File: config.mk
export PLATFORM = sky130hd
export DESIGN_NAME = fx2_endpoint_arbiter_flat
export DESIGN_NICKNAME = d
export VERILOG_FILES = /design/src/rtl/fx2_endpoint_arbiter_if.sv /design/src/rtl/fx2_endpoint_arbiter.sv /design/src/flat_wrapper.sv
export SDC_FILE = /design/constraint.sdc
export NUM_CORES = 1
export LEC_CHECK = 0
export ABC_CLOCK_PERIOD_IN_PS = 2100
export BUFFER_PORTS_ARGS = -buffer_cell sky130_fd_sc_hd__buf_2
export CORE_ASPECT_RATIO = 1.4
export CORE_MARGIN = 2
export CORE_UTILIZATION = 35
export DETAILED_ROUTE_END_ITERATION = 6
export PLACE_DENSITY = 0.59
export SLEW_MARGIN = 30
export SYNTH_ARGS = -nofsm -noshare
export SYNTH_HDL_FRONTEND = slang
export SYNTH_SLANG_ARGS = --single-unit
File: constraint.sdc
create_clock -name CLK -period 2.1 [get_ports CLK]
set_input_delay 0.105 -clock CLK [delete_from_list [all_inputs] [get_ports CLK]]
set_output_delay 0.105 -clock CLK [all_outputs]
set_load 0.005 [all_outputs]
File: src/rtl/fx2_endpoint_arbiter_if.sv
// Handshake/bus bundle between the FX2 endpoint arbiter and the transfer
// engines / pin layer. The arbiter uses the slave modport; the engine side
// (or a testbench) uses the master modport.
interface fx2_endpoint_arbiter_if;
  logic [2:0] req_i;        // [0] ctrl in, [1] ctrl out, [2] event out
  logic [2:0] block_i;      // endpoint not ready flags, same bit order
  logic       beat_i;       // active engine moved one byte
  logic       done_i;       // active engine finished
  logic [2:0] gnt_o;        // one-hot grant
  logic       go_o;         // address settled, engine may start
  logic [1:0] fifoadr_o;    // FX2 FIFOADR
  logic       sloe_o;       // 1 = FX2 drives FD
  logic       burst_end_o;  // byte limit reached
  logic       abort_o;      // watchdog release
  logic       busy_o;       // arbiter not idle
  logic [2:0] state_o;      // debug state

  modport slave (
    input  req_i, block_i, beat_i, done_i,
    output gnt_o, go_o, fifoadr_o, sloe_o, burst_end_o, abort_o, busy_o, state_o
  );

  modport master (
    output req_i, block_i, beat_i, done_i,
    input  gnt_o, go_o, fifoadr_o, sloe_o, burst_end_o, abort_o, busy_o, state_o
  );
endinterface

File: src/rtl/fx2_endpoint_arbiter.sv
// fx2_endpoint_arbiter: shares the FX2 slave-FIFO bus between the ctrl-in
// (EP2OUT), ctrl-out (EP4IN) and event-out (EP6IN) engines. One engine is
// granted at a time; FIFOADR/SLOE are driven, the address is allowed to
// settle, then the engine runs until done, the per-grant byte limit, or
// (optionally) a beat-less watchdog timeout.
// Optional feature macro: FX2ARB_WATCHDOG_EN enables the ACTIVE watchdog;
// without it abort_o is constant 0.
module fx2_endpoint_arbiter #(
  parameter int MAX_BURST   = 512,
  parameter int ADDR_SETTLE = 2,
  parameter int EV_WEIGHT   = 4,
  parameter int WDOG_CYCLES = 4096
) (
  input  logic                        CLK,
  input  logic                        rst_i,
  fx2_endpoint_arbiter_if.slave       bus
);

  typedef enum logic [2:0] {
    ST_IDLE    = 3'd0,
    ST_ADDR    = 3'd1,
    ST_SETTLE  = 3'd2,
    ST_ACTIVE  = 3'd3,
    ST_RELEASE = 3'd4
  } state_t;

  localparam logic [9:0]  BURST_LAST  = 10'(MAX_BURST - 1);
  localparam logic [2:0]  SETTLE_LOAD = 3'(ADDR_SETTLE - 1);
  localparam logic [7:0]  WEIGHT      = 8'(EV_WEIGHT);
  localparam logic [12:0] WDOG_LAST   = 13'(WDOG_CYCLES - 1);

  // Out-of-range settings would silently wrap the narrow counters.
  if (ADDR_SETTLE < 1 || ADDR_SETTLE > 7 || MAX_BURST < 1 || MAX_BURST > 1024 ||
      EV_WEIGHT < 0 || EV_WEIGHT > 255 || WDOG_CYCLES < 2 || WDOG_CYCLES > 8192) begin : g_bad_param
    $error("fx2_endpoint_arbiter: parameter out of range");
  end

  state_t      state_reg,     state_next;
  logic [2:0]  gnt_reg,       gnt_next;
  logic [1:0]  fifoadr_reg,   fifoadr_next;
  logic        sloe_reg,      sloe_next;
  logic        go_reg,        go_next;
  logic        burst_end_reg, burst_end_next;
  logic [7:0]  streak_reg,    streak_next;
  logic        last_ctrl_reg, last_ctrl_next;  // 0 = ctrl in, 1 = ctrl out
  logic [2:0]  settle_reg,    settle_next;
  logic [9:0]  count_reg,     count_next;
`ifdef FX2ARB_WATCHDOG_EN
  logic [12:0] wdog_reg,      wdog_next;
  logic        abort_reg,     abort_next;
`endif

  logic [2:0]  eligible;
  logic [2:0]  pick_gnt;
  logic [1:0]  pick_addr;
  logic        ctrl_any;

  // Per-endpoint eligibility: requesting and not blocked.
  for (genvar gi = 0; gi < 3; gi++) begin : g_elig
    assign eligible[gi] = bus.req_i[gi] & ~bus.block_i[gi];
  end

  // Winner selection: weighted event priority, round robin between ctrl engines.
  always_comb begin
    pick_gnt = 3'b000;
    ctrl_any = eligible[0] | eligible[1];
    if (eligible[2] && ((streak_reg < WEIGHT) || !ctrl_any)) begin
      pick_gnt = 3'b100;
    end else if (eligible[0] && eligible[1]) begin
      pick_gnt = last_ctrl_reg ? 3'b001 : 3'b010;
    end else if (eligible[0]) begin
      pick_gnt = 3'b001;
    end else if (eligible[1]) begin
      pick_gnt = 3'b010;
    end
    pick_addr = {pick_gnt[2], pick_gnt[1]};
  end

  // Next-state and registered-output logic for the grant sequencer.
  always_comb begin
    state_next     = state_reg;
    gnt_next       = gnt_reg;
    fifoadr_next   = fifoadr_reg;
    sloe_next      = sloe_reg;
    go_next        = 1'b0;
    burst_end_next = 1'b0;
    streak_next    = streak_reg;
    last_ctrl_next = last_ctrl_reg;
    settle_next    = settle_reg;
    count_next     = count_reg;
`ifdef FX2ARB_WATCHDOG_EN
    wdog_next      = wdog_reg;
    abort_next     = 1'b0;
`endif
    case (state_reg)
      ST_IDLE: begin
        if (|eligible) begin
          gnt_next     = pick_gnt;
          fifoadr_next = pick_addr;
          if (pick_gnt[2]) begin
            if (streak_reg < WEIGHT) streak_next = streak_reg + 8'd1;
          end else begin
            streak_next    = 8'd0;
            last_ctrl_next = pick_gnt[1];
          end
          state_next = ST_ADDR;
        end
      end
      ST_ADDR: begin
        // FX2 only drives FD for the inbound (EP2OUT) direction.
        sloe_next   = gnt_reg[0];
        settle_next = SETTLE_LOAD;
        state_next  = ST_SETTLE;
      end
      ST_SETTLE: begin
        if (settle_reg == 3'd0) begin
          go_next    = 1'b1;
          state_next = ST_ACTIVE;
        end else begin
          settle_next = settle_reg - 3'd1;
        end
      end
      ST_ACTIVE: begin
        if (bus.done_i || (bus.beat_i && count_reg == BURST_LAST)
`ifdef FX2ARB_WATCHDOG_EN
            || (!bus.beat_i && wdog_reg == WDOG_LAST)
`endif
           ) begin
          // Done takes precedence: no limit/abort pulse on a clean finish.
          if (!bus.done_i) begin
            if (bus.beat_i) burst_end_next = 1'b1;
`ifdef FX2ARB_WATCHDOG_EN
            else            abort_next     = 1'b1;
`endif
          end
          gnt_next     = 3'b000;
          fifoadr_next = 2'b00;
          sloe_next    = 1'b1;
          count_next   = 10'd0;
          state_next   = ST_RELEASE;
`ifdef FX2ARB_WATCHDOG_EN
          wdog_next    = 13'd0;
`endif
        end else begin
          if (bus.beat_i) count_next = count_reg + 10'd1;
`ifdef FX2ARB_WATCHDOG_EN
          wdog_next = bus.beat_i ? 13'd0 : wdog_reg + 13'd1;
`endif
        end
      end
      ST_RELEASE: begin
        gnt_next     = 3'b000;
        fifoadr_next = 2'b00;
        sloe_next    = 1'b1;
        count_next   = 10'd0;
        state_next   = ST_IDLE;
      end
      default: begin
        state_next = ST_IDLE;
      end
    endcase
  end

  // State and output registers; reset drops the bus immediately.
  always_ff @(posedge CLK or posedge rst_i) begin
    if (rst_i) begin
      state_reg     <= ST_IDLE;
      gnt_reg       <= 3'b000;
      fifoadr_reg   <= 2'b00;
      sloe_reg      <= 1'b1;
      go_reg        <= 1'b0;
      burst_end_reg <= 1'b0;
      streak_reg    <= 8'd0;
      last_ctrl_reg <= 1'b1;
      settle_reg    <= 3'd0;
      count_reg     <= 10'd0;
`ifdef FX2ARB_WATCHDOG_EN
      wdog_reg      <= 13'd0;
      abort_reg     <= 1'b0;
`endif
    end else begin
      state_reg     <= state_next;
      gnt_reg       <= gnt_next;
      fifoadr_reg   <= fifoadr_next;
      sloe_reg      <= sloe_next;
      go_reg        <= go_next;
      burst_end_reg <= burst_end_next;
      streak_reg    <= streak_next;
      last_ctrl_reg <= last_ctrl_next;
      settle_reg    <= settle_next;
      count_reg     <= count_next;
`ifdef FX2ARB_WATCHDOG_EN
      wdog_reg      <= wdog_next;
      abort_reg     <= abort_next;
`endif
    end
  end

  assign bus.gnt_o       = gnt_reg;
  assign bus.go_o        = go_reg;
  assign bus.fifoadr_o   = fifoadr_reg;
  assign bus.sloe_o      = sloe_reg;
  assign bus.burst_end_o = burst_end_reg;
  assign bus.busy_o      = (state_reg != ST_IDLE);
  assign bus.state_o     = state_reg;
`ifdef FX2ARB_WATCHDOG_EN
  assign bus.abort_o     = abort_reg;
`else
  assign bus.abort_o     = 1'b0;
`endif

endmodule

File: src/flat_wrapper.sv
// flat-port wrapper written by rule: the top's interface ports become plain ports
module fx2_endpoint_arbiter_flat 
#(
  parameter int MAX_BURST   = 512,
  parameter int ADDR_SETTLE = 2,
  parameter int EV_WEIGHT   = 4,
  parameter int WDOG_CYCLES = 4096
)
  (CLK, rst_i, bus_req_i, bus_block_i, bus_beat_i, bus_done_i, bus_gnt_o, bus_go_o, bus_fifoadr_o, bus_sloe_o, bus_burst_end_o, bus_abort_o, bus_busy_o, bus_state_o);
  fx2_endpoint_arbiter_if bus_i ();
  input  logic CLK;
  input  logic rst_i;
  input wire logic [$bits(bus_i.req_i)-1:0] bus_req_i;
  input wire logic [$bits(bus_i.block_i)-1:0] bus_block_i;
  input wire logic [$bits(bus_i.beat_i)-1:0] bus_beat_i;
  input wire logic [$bits(bus_i.done_i)-1:0] bus_done_i;
  output wire logic [$bits(bus_i.gnt_o)-1:0] bus_gnt_o;
  output wire logic [$bits(bus_i.go_o)-1:0] bus_go_o;
  output wire logic [$bits(bus_i.fifoadr_o)-1:0] bus_fifoadr_o;
  output wire logic [$bits(bus_i.sloe_o)-1:0] bus_sloe_o;
  output wire logic [$bits(bus_i.burst_end_o)-1:0] bus_burst_end_o;
  output wire logic [$bits(bus_i.abort_o)-1:0] bus_abort_o;
  output wire logic [$bits(bus_i.busy_o)-1:0] bus_busy_o;
  output wire logic [$bits(bus_i.state_o)-1:0] bus_state_o;
  assign bus_i.req_i = bus_req_i;
  assign bus_i.block_i = bus_block_i;
  assign bus_i.beat_i = bus_beat_i;
  assign bus_i.done_i = bus_done_i;
  assign bus_gnt_o = bus_i.gnt_o;
  assign bus_go_o = bus_i.go_o;
  assign bus_fifoadr_o = bus_i.fifoadr_o;
  assign bus_sloe_o = bus_i.sloe_o;
  assign bus_burst_end_o = bus_i.burst_end_o;
  assign bus_abort_o = bus_i.abort_o;
  assign bus_busy_o = bus_i.busy_o;
  assign bus_state_o = bus_i.state_o;
  fx2_endpoint_arbiter #(.MAX_BURST(MAX_BURST), .ADDR_SETTLE(ADDR_SETTLE), .EV_WEIGHT(EV_WEIGHT), .WDOG_CYCLES(WDOG_CYCLES)) u_core (.CLK(CLK), .rst_i(rst_i), .bus(bus_i));
endmodule
==> results_tabular.tex <==
\begin{tabular}{lr}
\hline
Metric & Value \\
\hline
\multicolumn{2}{l}{\textbf{Clock network}} \\
\quad Largest buffer count on any clock path & 2 \\
\quad Post-CTS Resized & 0 \\
\quad Number of setup buffers added after CTS & 0 \\
\quad TritonCTS buffer count & 5 \\
\quad Clock transition at the register clock pins on the worst setup and hold paths after CTS & around 70 ps \\
\quad Hold buffer count at CTS & 1 \\
\quad Sink Count & 31 \\
\quad TritonCTS clock tree & yes \\
\quad Clk root buf & clkbuf\_8 \\
\quad Clock H-tree levels & 2 \\
\quad Clock latency of the later-clocked register in the worst-skew pair & $\sim$280 ps \\
\multicolumn{2}{l}{\textbf{Timing}} \\
\quad Clock period minus worst slack & around 1900 ps \\
\quad Setup repair after global routing missed its margin & no \\
\quad Worst slew margin relative to its limit & approximately 53\% \\
\quad Worst Tran Pin Value & $\sim$690 ps \\
\quad Worst Skew & $\sim$6.3 ps \\
\quad Achievable frequency & $\sim$540 MHz \\
\quad Final Hold Violating Endpoints & 0 \\
\quad Final-report setup violation count & 0 \\
\quad Final worst path period share & roughly 88\% \\
\quad Final setup margin & 245.0 ps \\
\quad Fin. max-slew vios & 0 \\
\quad Setup TNS after final layout & 0 ps \\
\multicolumn{2}{l}{\textbf{Setup path}} \\
\quad Worst endpoint required time & between 2000 and 2500 ps \\
\quad Reg2Reg Capture Point & u\_core.count\_reg[3] \\
\quad Logic depth of the worst register-to-register path & 5 \\
\quad Reg2Reg Launch Point & u\_core.count\_reg[0] \\
\quad Internal reg-to-reg setup slack & between 200 and 250 ps \\
\quad Data arrival time of the worst path & slightly above 2000 ps \\
\quad Kind of capture point of the worst setup path & flop \\
\quad Kind of critical path & reg -> reg \\
\quad Largest fanout of any net on the critical path & 8 \\
\quad Startpoint Class & flop \\
\multicolumn{2}{l}{\textbf{Logic synthesis}} \\
\quad Number of distinct library cell variants in the gate-level netlist after synthesis & 49 \\
\quad Sequential-to-total area share from yosys stat & a little under half \\
\quad Synth Area per Inst & a little under 10 um\^{}2 \\
\quad Library cell occupying the most area in the post-synthesis netlist & dfrtp\_1 \\
\quad Cell types with the largest area share after synthesis & dfrtp\_1 44\%, dfstp\_2 3.2\%, ha\_1 3.0\%, o21ai\_1 3.0\%, nand2\_1 2.7\% \\
\quad Share of flip-flops with an asynchronous set or reset & 100.0\% \\
\quad Number of cells produced by synthesis & about 170 \\
\quad EDFF count, synth & 0 \\
\quad Dominant register cell in the synthesized netlist & dfrtp\_1 \\
\quad Post-synthesis register bit count & 31 \\
\quad Post-Synthesis Cell Area & between 0.0015 and 0.002 mm\^{}2 \\
\quad Synth Net Count & 183 \\
\quad Portion of synthesized cell area occupied by the leading cell type & between 40\% and 50\% \\
\quad Warnings, synthesis & 0 \\
\multicolumn{2}{l}{\textbf{Detailed routing}} \\
\quad Routed via count & about 1300 \\
\quad Total Routed Length & between 3 and 4 mm \\
\quad Vias/cell & 5.171 \\
\quad Drt initial violations & 63 \\
\quad First-pass DRT Iterations & 4 \\
\quad Detail-routed net length per standard cell & roughly 14 um \\
\quad DRC violation count after routing & 0 \\
\quad Post-route antenna net violation count & 0 \\
\multicolumn{2}{l}{\textbf{Finish}} \\
\quad Fraction of final layout cells sized beyond drive strength 1 & between 20\% and 30\% \\
\quad Post-synthesis to final-layout area growth & 18.61\% \\
\quad Antenna cells & 0 \\
\quad Max FFs per register & 10 \\
\quad Post-layout instance area & around 0.0020 mm\^{}2 \\
\quad Number of standard cells in the final layout excluding fillers & 258 \\
\quad Util after Layout & a little over two fifths \\
\quad Net count reported at finish & 209 \\
\multicolumn{2}{l}{\textbf{Floorplan}} \\
\quad Number of cell rows & 29 \\
\quad Core area & 0.004536 mm\^{}2 \\
\quad Initial Utilization & about 37\% \\
\quad Area of the die & 0.005319 mm\^{}2 \\
\quad Die X & slightly above 60 um \\
\quad Boundary pin count & 23 \\
\quad Die outline height & 85.50 um \\
\multicolumn{2}{l}{\textbf{Global route}} \\
\quad Number of global-route vias before repair & around 1300 \\
\quad First-pass GRT wire length & about 6.1 mm \\
\quad Maximum number of pins on one net before global-route repair & 32 \\
\quad Total global routing track utilization & $\sim$15\% \\
\quad Initial antenna violation count & 0 \\
\quad Total grt overflow & 0 \\
\multicolumn{2}{l}{\textbf{Placed design}} \\
\quad Cell area reported after detailed placement & $\sim$0.0018 mm\^{}2 \\
\quad Global placement routability congestion & roughly 0.81 \\
\quad Worst setup slack before clock tree synthesis & around 280 ps \\
\quad IO Port Bufs & 21 \\
\quad Half-perimeter wire length after placement & 2.524 mm \\
\quad Placed cell count & between 200 and 250 \\
\multicolumn{2}{l}{\textbf{Min path}} \\
\quad Type of the tightest min-delay check & in -> reg \\
\quad Hold worst-path end & u\_core.bus.burst\_end\_o \\
\quad Hold path cells & 3 \\
\quad Worst hold start & bus\_beat\_i \\
\multicolumn{2}{l}{\textbf{Pwr}} \\
\quad P\_leak & slightly below 0.9 nW \\
\quad Maximum vdd drop & $\sim$0.4 mV \\
\quad Pwr/cell area & approximately 1200 mW/mm\^{}2 \\
\multicolumn{2}{l}{\textbf{Run status}} \\
\quad Outcome & completed \\
\multicolumn{2}{l}{\textbf{Flow run}} \\
\quad Max-capacitance violation count & 0 \\
\hline
\end{tabular}
## per-stage QoR
stage | power (W) | hold WS, ps
2_1_floorplan | 0.001543 | 207.0
3_3_place_gp | 0.001791 | 205.9
3_5_place_dp | 0.001795 | 210.3
4_1_cts | 0.002428 | 86.09
5_1_grt | 0.002599 | 96.29
6_report | 0.002395 | 109.0
## report_power, final
| group | internal, W | switching (W) | total (W) |
|---|---|---|---|
| Clock | 0.000384 | 0.000226 | 0.000609 |
| Sequential | 0.000748 | 0.000106 | 0.000854 |
| Combinational | 0.000442 | 0.000491 | 0.000932 |
| Total | 0.00157 | 0.000822 | 0.00240 |
## final cells by class
class | instances | area, um^2
inverters | 9 | 33.78
clock inverters | 2 | 35.03
multi-input cells | 119 | 794.5
well taps | 62 | 77.57
repair buffers | 29 | 167.7
fillers | 446 | 2566
clock buffers | 6 | 82.58
flip-flops and latches | 31 | 778.2
## synth_stat cells, drive strengths merged, types with 4 or more instances
library cell,n
dfrtp,29
o21ai,13
nand2,12
nor2,12
inv,9
buf,8
nand3,6
a21oi,5
nand2b,5
nand4,5
nor2b,5
a22o,4
ha,4
o22ai,4
o31ai,4
## how the worst max path moves through the flow
stage / from / end / slack (ps) / cells past startpoint
after CTS: u_core.count_reg[0] / u_core.count_reg[7] / 250 / 5
after global placement: u_core.count_reg[0] / u_core.count_reg[3] / 350 / 5
after global routing: u_core.count_reg[0] / u_core.count_reg[7] / 90 / 5
after floorplan: u_core.bus.state_o[0] / u_core.bus.gnt_o[0] / 390 / 5
final: u_core.count_reg[0] / u_core.count_reg[3] / 240 / 5
after detailed placement: u_core.count_reg[0] / u_core.count_reg[3] / 280 / 5
## metal layers
layer  up-vias  GRT usage [%]  wire length (um)
met5         -              0                 0
met4         0          6.465                37
met3         4          4.724               140
met2        28          23.12              1726
met1       637          18.63              1653
li1        665              -                 -
## cell families (layout without fill, tap and decap cells)
| logic type | Yosys count | in the layout | share of synthesized area (%) |
|---|---|---|---|
| simple gates | 64 | 64 | 21.40 |
| xor+xnor | 1 | 1 | 0.5276 |
| buf+inv | 19 | 46 | 5.275 |
| compound gates | 47 | 47 | 21.33 |
| fa+ha+maj | 4 | 4 | 3.014 |
| mux | 2 | 2 | 1.356 |
| other cells | 1 | 1 | 0.2259 |
| flops | 31 | 31 | 46.87 |
## cells in the final DEF (no fill, tap or decap), types with 4 or more instances in the layout
| cell type | synthesis | routed |
|---|---|---|
| buf_2 | 4 | 21 |
| dfrtp_1 | 29 | 29 |
| ha_1 | 4 | 4 |
| nand2_1 | 12 | 12 |
| nand3_1 | 6 | 6 |
| a22o_1 | 4 | 4 |
| inv_1 | 9 | 9 |
| clkbuf_8 | 0 | 6 |
| o31ai_1 | 4 | 4 |
| nand2b_1 | 5 | 5 |
| nor2_1 | 11 | 11 |
| buf_4 | 3 | 7 |
| a21oi_1 | 4 | 4 |
| nand4_1 | 5 | 5 |
| o22ai_1 | 4 | 4 |
| o21ai_1 | 10 | 10 |
| nor2b_1 | 5 | 5 |
## critical path: stages, from the launching register on
cell     delay, ps
dfrtp_1        410
ha_1           240
and3_1         280
nand4_1        190
nand3_1        300
o31ai_1        330
Power figures use the tool's default switching activity.
